File: src/rtl/i3c_bus_frontend.sv
// SCL/SDA pad front end: synchroniser, glitch filter, edge/START/STOP, bus-free, arbitration, OD/PP drive.
// Latency: pad->ctrl_*_o SyncStages+filt_cycles_i+1 cycles, event pulses one cycle later; ctrl->pad 1 cycle.
// Backpressure: none; pad-facing block samples and drives every cycle with no flow control.
module i3c_bus_frontend #(
  parameter int SyncStages = 2,
  parameter int FiltW      = 4,
  parameter int IdleW      = 16
) (
  input  logic             clk_i,
  input  logic             rst_i,
  input  logic             scl_i,
  input  logic             sda_i,
  output logic             scl_o,
  output logic             scl_en_o,
  output logic             sda_o,
  output logic             sda_en_o,
  input  logic             ctrl_scl_i,
  input  logic             ctrl_sda_i,
  input  logic             scl_pp_en_i,
  input  logic             sda_pp_en_i,
  input  logic [FiltW-1:0] filt_cycles_i,
  input  logic [IdleW-1:0] idle_cycles_i,
  output logic             ctrl_scl_o,
  output logic             ctrl_sda_o,
  output logic             scl_rise_o,
  output logic             scl_fall_o,
  output logic             start_det_o,
  output logic             stop_det_o,
  output logic             bus_free_o,
  output logic             arb_lost_o
);

  // Lines are handled as a 2-entry vector: index 0 = SCL, index 1 = SDA.
  logic [1:0]            raw;
  logic [1:0]            synced;
  logic [SyncStages-1:0] sync_q [2];
  logic [FiltW-1:0]      filt_cnt [2];
  logic [1:0]            filt_q;
  logic [1:0]            filt_prev;
  logic [IdleW-1:0]      idle_cnt;

  logic scl_rise_c;
  logic scl_fall_c;
  logic start_c;
  logic stop_c;
  logic both_high;

  assign raw        = {sda_i, scl_i};
  assign synced     = {sync_q[1][SyncStages-1], sync_q[0][SyncStages-1]};
  assign ctrl_scl_o = filt_q[0];
  assign ctrl_sda_o = filt_q[1];

  // Edge conditions on the filtered lines versus their previous-cycle values.
  // A simultaneous SCL change breaks the "SCL high on both cycles" qualifier.
  assign scl_rise_c = filt_q[0] & ~filt_prev[0];
  assign scl_fall_c = ~filt_q[0] & filt_prev[0];
  assign start_c    = filt_prev[0] & filt_q[0] & filt_prev[1] & ~filt_q[1];
  assign stop_c     = filt_prev[0] & filt_q[0] & ~filt_prev[1] & filt_q[1];
  assign both_high  = filt_q[0] & filt_q[1];

  // Synchronise each pad, then accept a new level only after it has held for filt_cycles_i+1 samples.
  always_ff @(posedge clk_i) begin
    if (rst_i) begin
      for (int i = 0; i < 2; i++) begin
        sync_q[i]   <= '1;
        filt_cnt[i] <= '0;
      end
      filt_q <= 2'b11;
    end else begin
      for (int i = 0; i < 2; i++) begin
        sync_q[i] <= {sync_q[i][SyncStages-2:0], raw[i]};
        if (synced[i] == filt_q[i]) begin
          filt_cnt[i] <= '0;
        end else if (filt_cnt[i] >= filt_cycles_i) begin
          // >= rather than == keeps the counter bounded if the threshold is lowered mid-count.
          filt_q[i]   <= synced[i];
          filt_cnt[i] <= '0;
        end else begin
          filt_cnt[i] <= filt_cnt[i] + 1'b1;
        end
      end
    end
  end

  // Register edge, START/STOP and arbitration-loss pulses.
  always_ff @(posedge clk_i) begin
    if (rst_i) begin
      filt_prev   <= 2'b11;
      scl_rise_o  <= 1'b0;
      scl_fall_o  <= 1'b0;
      start_det_o <= 1'b0;
      stop_det_o  <= 1'b0;
      arb_lost_o  <= 1'b0;
    end else begin
      filt_prev   <= filt_q;
      scl_rise_o  <= scl_rise_c;
      scl_fall_o  <= scl_fall_c;
      start_det_o <= start_c;
      stop_det_o  <= stop_c;
      // We released SDA (open-drain, not driving low) yet someone else holds it low at SCL rise.
      arb_lost_o  <= scl_rise_c & ~sda_pp_en_i & ~sda_en_o & ~filt_q[1];
    end
  end

  // Count cycles with both lines high (saturating) and flag bus-free once past threshold.
  always_ff @(posedge clk_i) begin
    if (rst_i) begin
      idle_cnt   <= '0;
      bus_free_o <= 1'b0;
    end else begin
      if (both_high) begin
        if (idle_cnt != '1) begin
          idle_cnt <= idle_cnt + 1'b1;
        end
      end else begin
        idle_cnt <= '0;
      end
      bus_free_o <= both_high && (idle_cnt >= idle_cycles_i);
    end
  end

  // Pad drive: open-drain pulls low via enable only, push-pull drives the level with enable held.
  always_ff @(posedge clk_i) begin
    if (rst_i) begin
      scl_o    <= 1'b0;
      scl_en_o <= 1'b0;
      sda_o    <= 1'b0;
      sda_en_o <= 1'b0;
    end else begin
      scl_o    <= scl_pp_en_i & ctrl_scl_i;
      scl_en_o <= scl_pp_en_i | ~ctrl_scl_i;
      sda_o    <= sda_pp_en_i & ctrl_sda_i;
      sda_en_o <= sda_pp_en_i | ~ctrl_sda_i;
    end
  end

endmodule
File: config.mk
export PLATFORM = sky130hd
export DESIGN_NAME = i3c_bus_frontend
export DESIGN_NICKNAME = d
export VERILOG_FILES = /design/src/rtl/i3c_bus_frontend.sv
export SDC_FILE = /design/constraint.sdc
export NUM_CORES = 1
export LEC_CHECK = 0
export BUFFER_PORTS_ARGS = -buffer_cell sky130_fd_sc_hd__buf_2
export CORE_UTILIZATION = 38
export CTS_BUF_LIST = sky130_fd_sc_hd__clkbuf_8
export DETAILED_ROUTE_END_ITERATION = 10
export SLEW_MARGIN = 10
export SYNTH_ARGS = -nofsm -noshare
export SYNTH_HDL_FRONTEND = slang
export SYNTH_SLANG_ARGS = --single-unit
File: constraint.sdc
create_clock -name clk_i -period 1.79 [get_ports clk_i]
set_clock_uncertainty 0.05 [all_clocks]
set_input_delay 0.4475 -clock clk_i [delete_from_list [all_inputs] [get_ports clk_i]]
set_output_delay 0.4475 -clock clk_i [all_outputs]
set_load 0.03 [all_outputs]
==> results.yml, run 1 <==
power:
  swShare_pct: 28.1
  power_mw: 2.01
  leakage_nw: 1.40
  combPwrFrac_pct: 17.0
  pwr-share-seq_pct: 51.1
  max-vdd-ir-drop_mv: 0.340
  pwr-share-clk_pct: 31.9
  p_switching_mw: 0.567
  power.internal_mw: 1.45
  powerDensity_nw_per_um2: 685
yosys:
  synth_area_leaders: "dfxtp_1 30%, ha_1 15%, edfxtp_1 10%"
  yosysSeqAreaShare_pct: 40.1
  avgSynthCellArea_sq_um: 9.30
  synth-edff-count: 8
  synthCells: 247
  ys_types: 42
  yosys_warnings: 0
  synth_ff_type: "dfxtp_1"
  synth.largest_area_cell: "dfxtp_1"
  synth.top_cell.area_share_pct: 29.6
  async_flop_share_pct: 0
  ys_seq_elements: 42
  synth_area_sq_um: 2300
die:
  coreArea_sq_um: 5680
  dieArea_sq_um: 6360
  rows: 27
  die_y_microns: 79.7
  initial_core_util_pct: 40.5
  ioPinCount: 40
  fp.dieW_microns: 79.7
detailed_routing:
  ant_nets: 0
  drc: 0
  routed_wl_mm: 4.66
  vias_per_cell: 4.84
  first_pass_iters: 4
  drt_iter0_markers: 41
  wl_per_cell_microns: 11.9
  dr_total_vias: 1903
worst_setup_path:
  crit_slowest_cell: "edfxtp_1"
  worstPathRequired_ns: 1.91
  crit_path_start_kind: "flip-flop"
  worstSetupPathType: "reg -> reg"
  arrival_ns: 1.92
  critPathCaptureType: "flip-flop"
  crit_chain: "ha_4 > and3_4 > o21ai_2 > nand3b_1 > or3_4 > nor2_2"
  cpPeakStageDelay_ns: 0.44
  path_max_fanout: 4
cells_and_area:
  final_nets: 375
  n_fill_cell: 545
  final_cell_area_sq_um: 2940
  drive_above_1_share_pct: 32.1
  areaGrowthSynthToFinish_pct: 28.1
  antenna_cells: 0
clock_tree:
  path_clk_slew_ns: 0.09
  hold_buffers: 0
  numCtsBuffers: 5
  clock_latency_ns: 0.30
  clockBufferDepth: 2
  cts_tree: "yes"
  clock_sinks: 42
  ctsHtreeMaxLevel: 2
  cts_root_buf: "clkbuf_8"
timing:
  fin_crit_sh_pct: 101
  max_freq_mhz: 556
  finalSetupViolCount: 3
  final.setup.tns_ns: -0.0202
  finalHoldViolations: 0
  grt_setup_unrepaired: "true"
  maxSlewViolCount: 0
  final.min_clock_period_ns: 1.80
  fin_ws_ns: -0.00920
run_status:
  status: "complete, but fails checks"
  violations: "setup timing"
global_route:
  antenna_found_initial: 0
  grt_pass1_wl_mm: 7.93
  grt_max_degree: 19
  grt_overflow: 0
  grt_pass1_vias: 1831
  track_usage_pct: 15.9
place:
  gp_congestion: 0.821
  hpwl_mm: 3.47
  io_buffers: 39
  dpl_cell_area_sq_um: 2780
  place_ws_ns: -0.207
worst_hold_path:
  hold_class: "in -> reg"
job:
  maxCapViolCount: 0
==> power by group through the flow <==
stage	Clock, mW	Sequential, mW	Combinational (mW)
after detailed placement	0	1.05	0.313
after global placement	0	1.05	0.309
after CTS	0.673	1.03	0.320
final	0.642	1.03	0.343
after global routing	0.709	1.04	0.385
after floorplan	0	1.08	0.158
==> state kept, by name (all words and copies together), names as in the netlist <==
signal	count
sda_o	1
sda_en_o	1
sync_q	4
scl_fall_o	1
scl_o	1
arb_lost_o	1
scl_rise_o	1
idle_cnt	16
stop_det_o	1
start_det_o	1
filt_cnt	8
bus_free_o	1
scl_en_o	1
filt_prev	2
filt_q	2
==> final timing paths <==
kind / start / end / slack [ns] / cells after the start
worst min-delay path: sda_i / sync_q[0][2]$_SDFF_PP1_ / 0.27 / 2
worst max-delay path: filt_cnt[0][2]$_SDFFCE_PN0P_ / filt_cnt[0][3]$_SDFFCE_PN0P_ / -0.009 / 6
worst max register to register: filt_cnt[0][2]$_SDFFCE_PN0P_ / filt_cnt[0][3]$_SDFFCE_PN0P_ / -0.009 / 6
worst min register to register: sync_q[0][0]$_SDFF_PP1_ / sync_q[0][1]$_SDFF_PP1_ / 0.37 / 1
==> cell usage in the layout, fill, tap and decap left out, types with 2 or more instances in the layout <==
cell	n
buf_2	39
dfxtp_1	34
inv_1	27
nor2_1	25
ha_1	25
buf_4	23
nand2_1	12
a21oi_1	10
xnor2_1	8
edfxtp_1	8
conb_1	8
nand3_1	7
nor3_1	7
xor2_1	7
nor2_2	6
or2_2	6
a211oi_1	6
o211ai_1	5
clkbuf_8	5
nand4_1	4
o21ai_0	4
and4_4	3
and3_1	3
a31oi_1	3
inv_2	2
nand4_4	2
o21ai_2	2
or3_4	2
a211o_1	2
ha_4	2
==> per-stage QoR <==
step,instances,util (%),hold slack [ns]
2_1_floorplan,254,-,0.339
3_3_place_gp,383,49.0,0.342
3_5_place_dp,383,49.0,0.349
4_1_cts,392,50.9,0.258
5_1_grt,393,51.8,0.261
6_report,393,51.8,0.270
==> worst max-delay path: cells and delay by family, from the launching register on <==
family | cells | cell delay [ns]
AO/OA/AOI/OAI | 1 | 0.12
flip-flops | 1 | 0.44
adder cells (fa/ha/maj) | 1 | 0.26
AND/OR/NAND/NOR | 4 | 0.79
==> routing by layer <==
layer / vias to the layer above / wire [microns] / GRT usage, %
met4: 0 / 68 / 4.82
met2: 27 / 2230 / 26.5
li1: 1003 / - / -
met1: 868 / 2200 / 20.4
met5: - / 0 / 0
met3: 5 / 160 / 3.54
==> layout make-up <==
class	instances	area, sq um	area share (%)
clock buffers	5	68.8	2.34
clock inverters	3	23.8	0.808
inverters	29	109	3.70
multi-input cells	180	1360	46.3
flip-flops and latches	42	921	31.3
well taps	72	90.1	3.06
repair buffers	62	368	12.5
==> cells by family after synthesis <==
logic type                 after synthesis  synth area share (%)
adders and majority gates               27                  14.7
AOI/OAI and AO/OA                       40                  12.0
muxes                                    1                 0.436
other                                    1                 0.163
and+or+nand+nor                         89                  21.5
xor gates and xnor gates                15                  5.72
DFF                                     42                  40.1
buffers and inverters                   32                  5.29
==> synth_stat cells (all sizes together), types with 2 or more instances <==
library cell,n
and3,4
a21oi,11
xor2,7
edfxtp,8
a31oi,3
xnor2,8
o21ai,6
a211oi,6
and4,3
a2111oi,2
ha,27
nand3,7
o211ai,5
or2,6
nand4,6
a211o,2
nor3,7
clkbuf,2
nand2,13
or3,3
inv,29
nand2b,2
nor2,32
dfxtp,34
==> what timing repair did <==
| item | CTS | global route |
|---|---|---|
| pin swaps | 3 | 9 |
| endpoints found under the setup margin | 8 | 9 |
| resized for setup | 3 | 12 |
| gates cloned | 0 | 0 |
| setup buffers | 1 | 1 |
No activity file was read; power rests on OpenSTA's default activity.
==> run 2: changes to the inputs <==
--- a/config.mk
+++ b/config.mk
@@ -6,9 +6,13 @@
 export NUM_CORES = 1
 export LEC_CHECK = 0
 export BUFFER_PORTS_ARGS = -buffer_cell sky130_fd_sc_hd__buf_2
+export CAP_MARGIN = 5
+export CELL_PAD_IN_SITES_DETAIL_PLACEMENT = 0
+export CELL_PAD_IN_SITES_GLOBAL_PLACEMENT = 1
 export CORE_UTILIZATION = 38
 export CTS_BUF_LIST = sky130_fd_sc_hd__clkbuf_8
 export DETAILED_ROUTE_END_ITERATION = 10
+export PLACE_DENSITY_LB_ADDON = 0.1
 export SLEW_MARGIN = 10
 export SYNTH_ARGS = -nofsm -noshare
 export SYNTH_HDL_FRONTEND = slang
==> run 2 against run 1 <==
Net effect: the flow now finishes without violations; combinational power hardly changed; clock power is 40% higher; die area stayed put; critical path type unchanged; highest routed layer unchanged.
==> results.yml, run 2 (synthesis results as in run 1) <==
clock_tree:
  ctsHtreeMaxLevel: 2
  clock_sinks: 42
  cts_root_buf: "clkbuf_8"
  clock_latency_ns: 0.29
  cts_tree: "yes"
  clockBufferDepth: 2
  numCtsBuffers: 5
  path_clk_slew_ns: 0.09
power:
  leakage_nw: 1.41
  max-vdd-ir-drop_mv: 0.528
  powerDensity_nw_per_um2: 763
detailed_routing:
  first_pass_iters: 4
  wl_per_cell_microns: 11.9
  drc: 0
  drt_iter0_markers: 89
  routed_wl_mm: 4.68
  ant_nets: 0
  dr_total_vias: 1892
  vias_per_cell: 4.81
cells_and_area:
  final_common_cell: "buf_2"
  antenna_cells: 0
  final_nets: 375
  largest_register: "idle_cnt"
  drive_above_1_share_pct: 32.1
  final_cell_mix: "39 x buf_2, 34 x dfxtp_1, 27 x nor2_1, 26 x inv_1, 24 x ha_1"
  reg_top3: "idle_cnt x16, filt_cnt x8, sync_q x4"
  areaGrowthSynthToFinish_pct: 29.9
  largest_reg_flops: 16
global_route:
  grt_max_degree: 19
  grt_pass1_vias: 1761
  antenna_found_initial: 0
  track_usage_pct: 15.9
  grt_overflow: 0
  grt_pass1_wl_mm: 7.85
worst_setup_path:
  setup.worst_path.end: "filt_cnt[0][3]$_SDFFCE_PN0P_"
  path_buf_inv: 1
  worstSetupPathType: "reg -> reg"
  arrival_ns: 1.88
  rrSetupSlack_ns: 0.01
  crit_path_start_kind: "flip-flop"
  path_max_fanout: 4
  reg2reg_depth: 7
  crit_slowest_cell: "edfxtp_1"
  crit_cells: 7
  r2r-start: "filt_cnt[0][0]$_SDFFCE_PN0P_"
  critPathCaptureType: "flip-flop"
  crit_chain: "inv_2 > ha_1 > and3_4 > o21ai_2 > nand3b_1 > or3_4 > nor2_1"
  worstReg2RegEnd: "filt_cnt[0][3]$_SDFFCE_PN0P_"
  cpPeakStageDelay_ns: 0.41
  cpLargestDelayFamily: "simple AND/OR/NAND/NOR gates"
  timing.critical_path.from: "filt_cnt[0][0]$_SDFFCE_PN0P_"
  worstPathRequired_ns: 1.89
place:
  io_buffers: 39
  gp_congestion: 0.790
  hpwl_mm: 3.60
timing:
  max_freq_mhz: 562
  finalHoldViolations: 0
  fin_crit_sh_pct: 99.5
  final.min_clock_period_ns: 1.78
  maxSlewViolCount: 0
  timing.hold.ws_ns: 0.282
  grt_setup_unrepaired: "true"
  final.setup.tns_ns: 0
  finalSetupViolCount: 0
run_status:
  status: "finished clean"
die:
  die_y_microns: 79.7
  dieArea_sq_um: 6360
  rows: 27
  ioPinCount: 40
  initial_core_util_pct: 40.5
  fp.dieW_microns: 79.7
  coreArea_sq_um: 5680
worst_hold_path:
  hold_class: "in -> reg"
job:
  maxCapViolCount: 0
-- run 2: cell type report --
cell class                      count  area [sq um]
Inverter                           29           109
Sequential cell                    42           921
Fill cell                         578          2690
Timing Repair Buffer               62           368
Tap cell                           72          90.1
Clock inverter                      3          68.8
Clock buffer                        5          68.8
Multi-Input combinational cell    180          1360
-- run 2: per-stage QoR --
step	total power [mW]	utilization (%)	std cells	cell area, sq um	worst slack, ns
finish	2.27	52.5	393	2980	0.00968
CTS	2.28	51.9	393	2950	0.00435
detailed placement	1.37	49.2	384	2790	-0.210
global placement	1.37	49.2	384	2790	-0.155
global route	2.38	52.5	393	2980	-0.0595
floorplan	1.24	-	254	2350	0.0114
-- run 2: power by group --
part / switching [mW] / internal [mW]
Combinational: 0.182 / 0.164
Clock: 0.339 / 0.559
Sequential: 0.0265 / 1.00
Total: 0.547 / 1.73
-- run 2: how the worst min path moves through the flow --
stage / to / startpoint / depth (start not counted) / slack [ns]
after floorplan: sync_q[0][1]$_SDFF_PP1_ / sync_q[0][0]$_SDFF_PP1_ / 1 / 0.34
after global placement: sync_q[0][3]$_SDFF_PP1_ / sync_q[0][2]$_SDFF_PP1_ / 1 / 0.34
after detailed placement: sync_q[0][1]$_SDFF_PP1_ / sync_q[0][0]$_SDFF_PP1_ / 1 / 0.34
after CTS: sda_en_o$_SDFF_PP0_ / ctrl_sda_i / 2 / 0.28
after global routing: sync_q[0][0]$_SDFF_PP1_ / scl_i / 2 / 0.28
final: sda_en_o$_SDFF_PP0_ / ctrl_sda_i / 2 / 0.28
-- run 2: worst register-to-register path, cell delays in order (launching register included) --
cell,delay [ns]
edfxtp_1,0.41
inv_2,0.07
ha_1,0.23
and3_4,0.18
o21ai_2,0.12
nand3b_1,0.12
or3_4,0.37
nor2_1,0.10
-- run 2: timing repair --
action | in CTS | in global routing
resized for setup | 4 | 11
hold endpoints to repair | 0 | 0
hold buffers | 0 | 0
setup endpoints to repair | 8 | 10
pin swaps | 4 | 4
buffers inserted | 1 | 0
-- run 2: per-layer routing --
layer	vias up	share of wire (%)	wire, microns	global-route usage (%)
li1	1013	-	-	-
met5	-	0	0	0
met4	0	1.0	48	5.36
met2	23	44	2070	24.4
met3	5	2.3	109	2.74
met1	851	52	2450	22.3
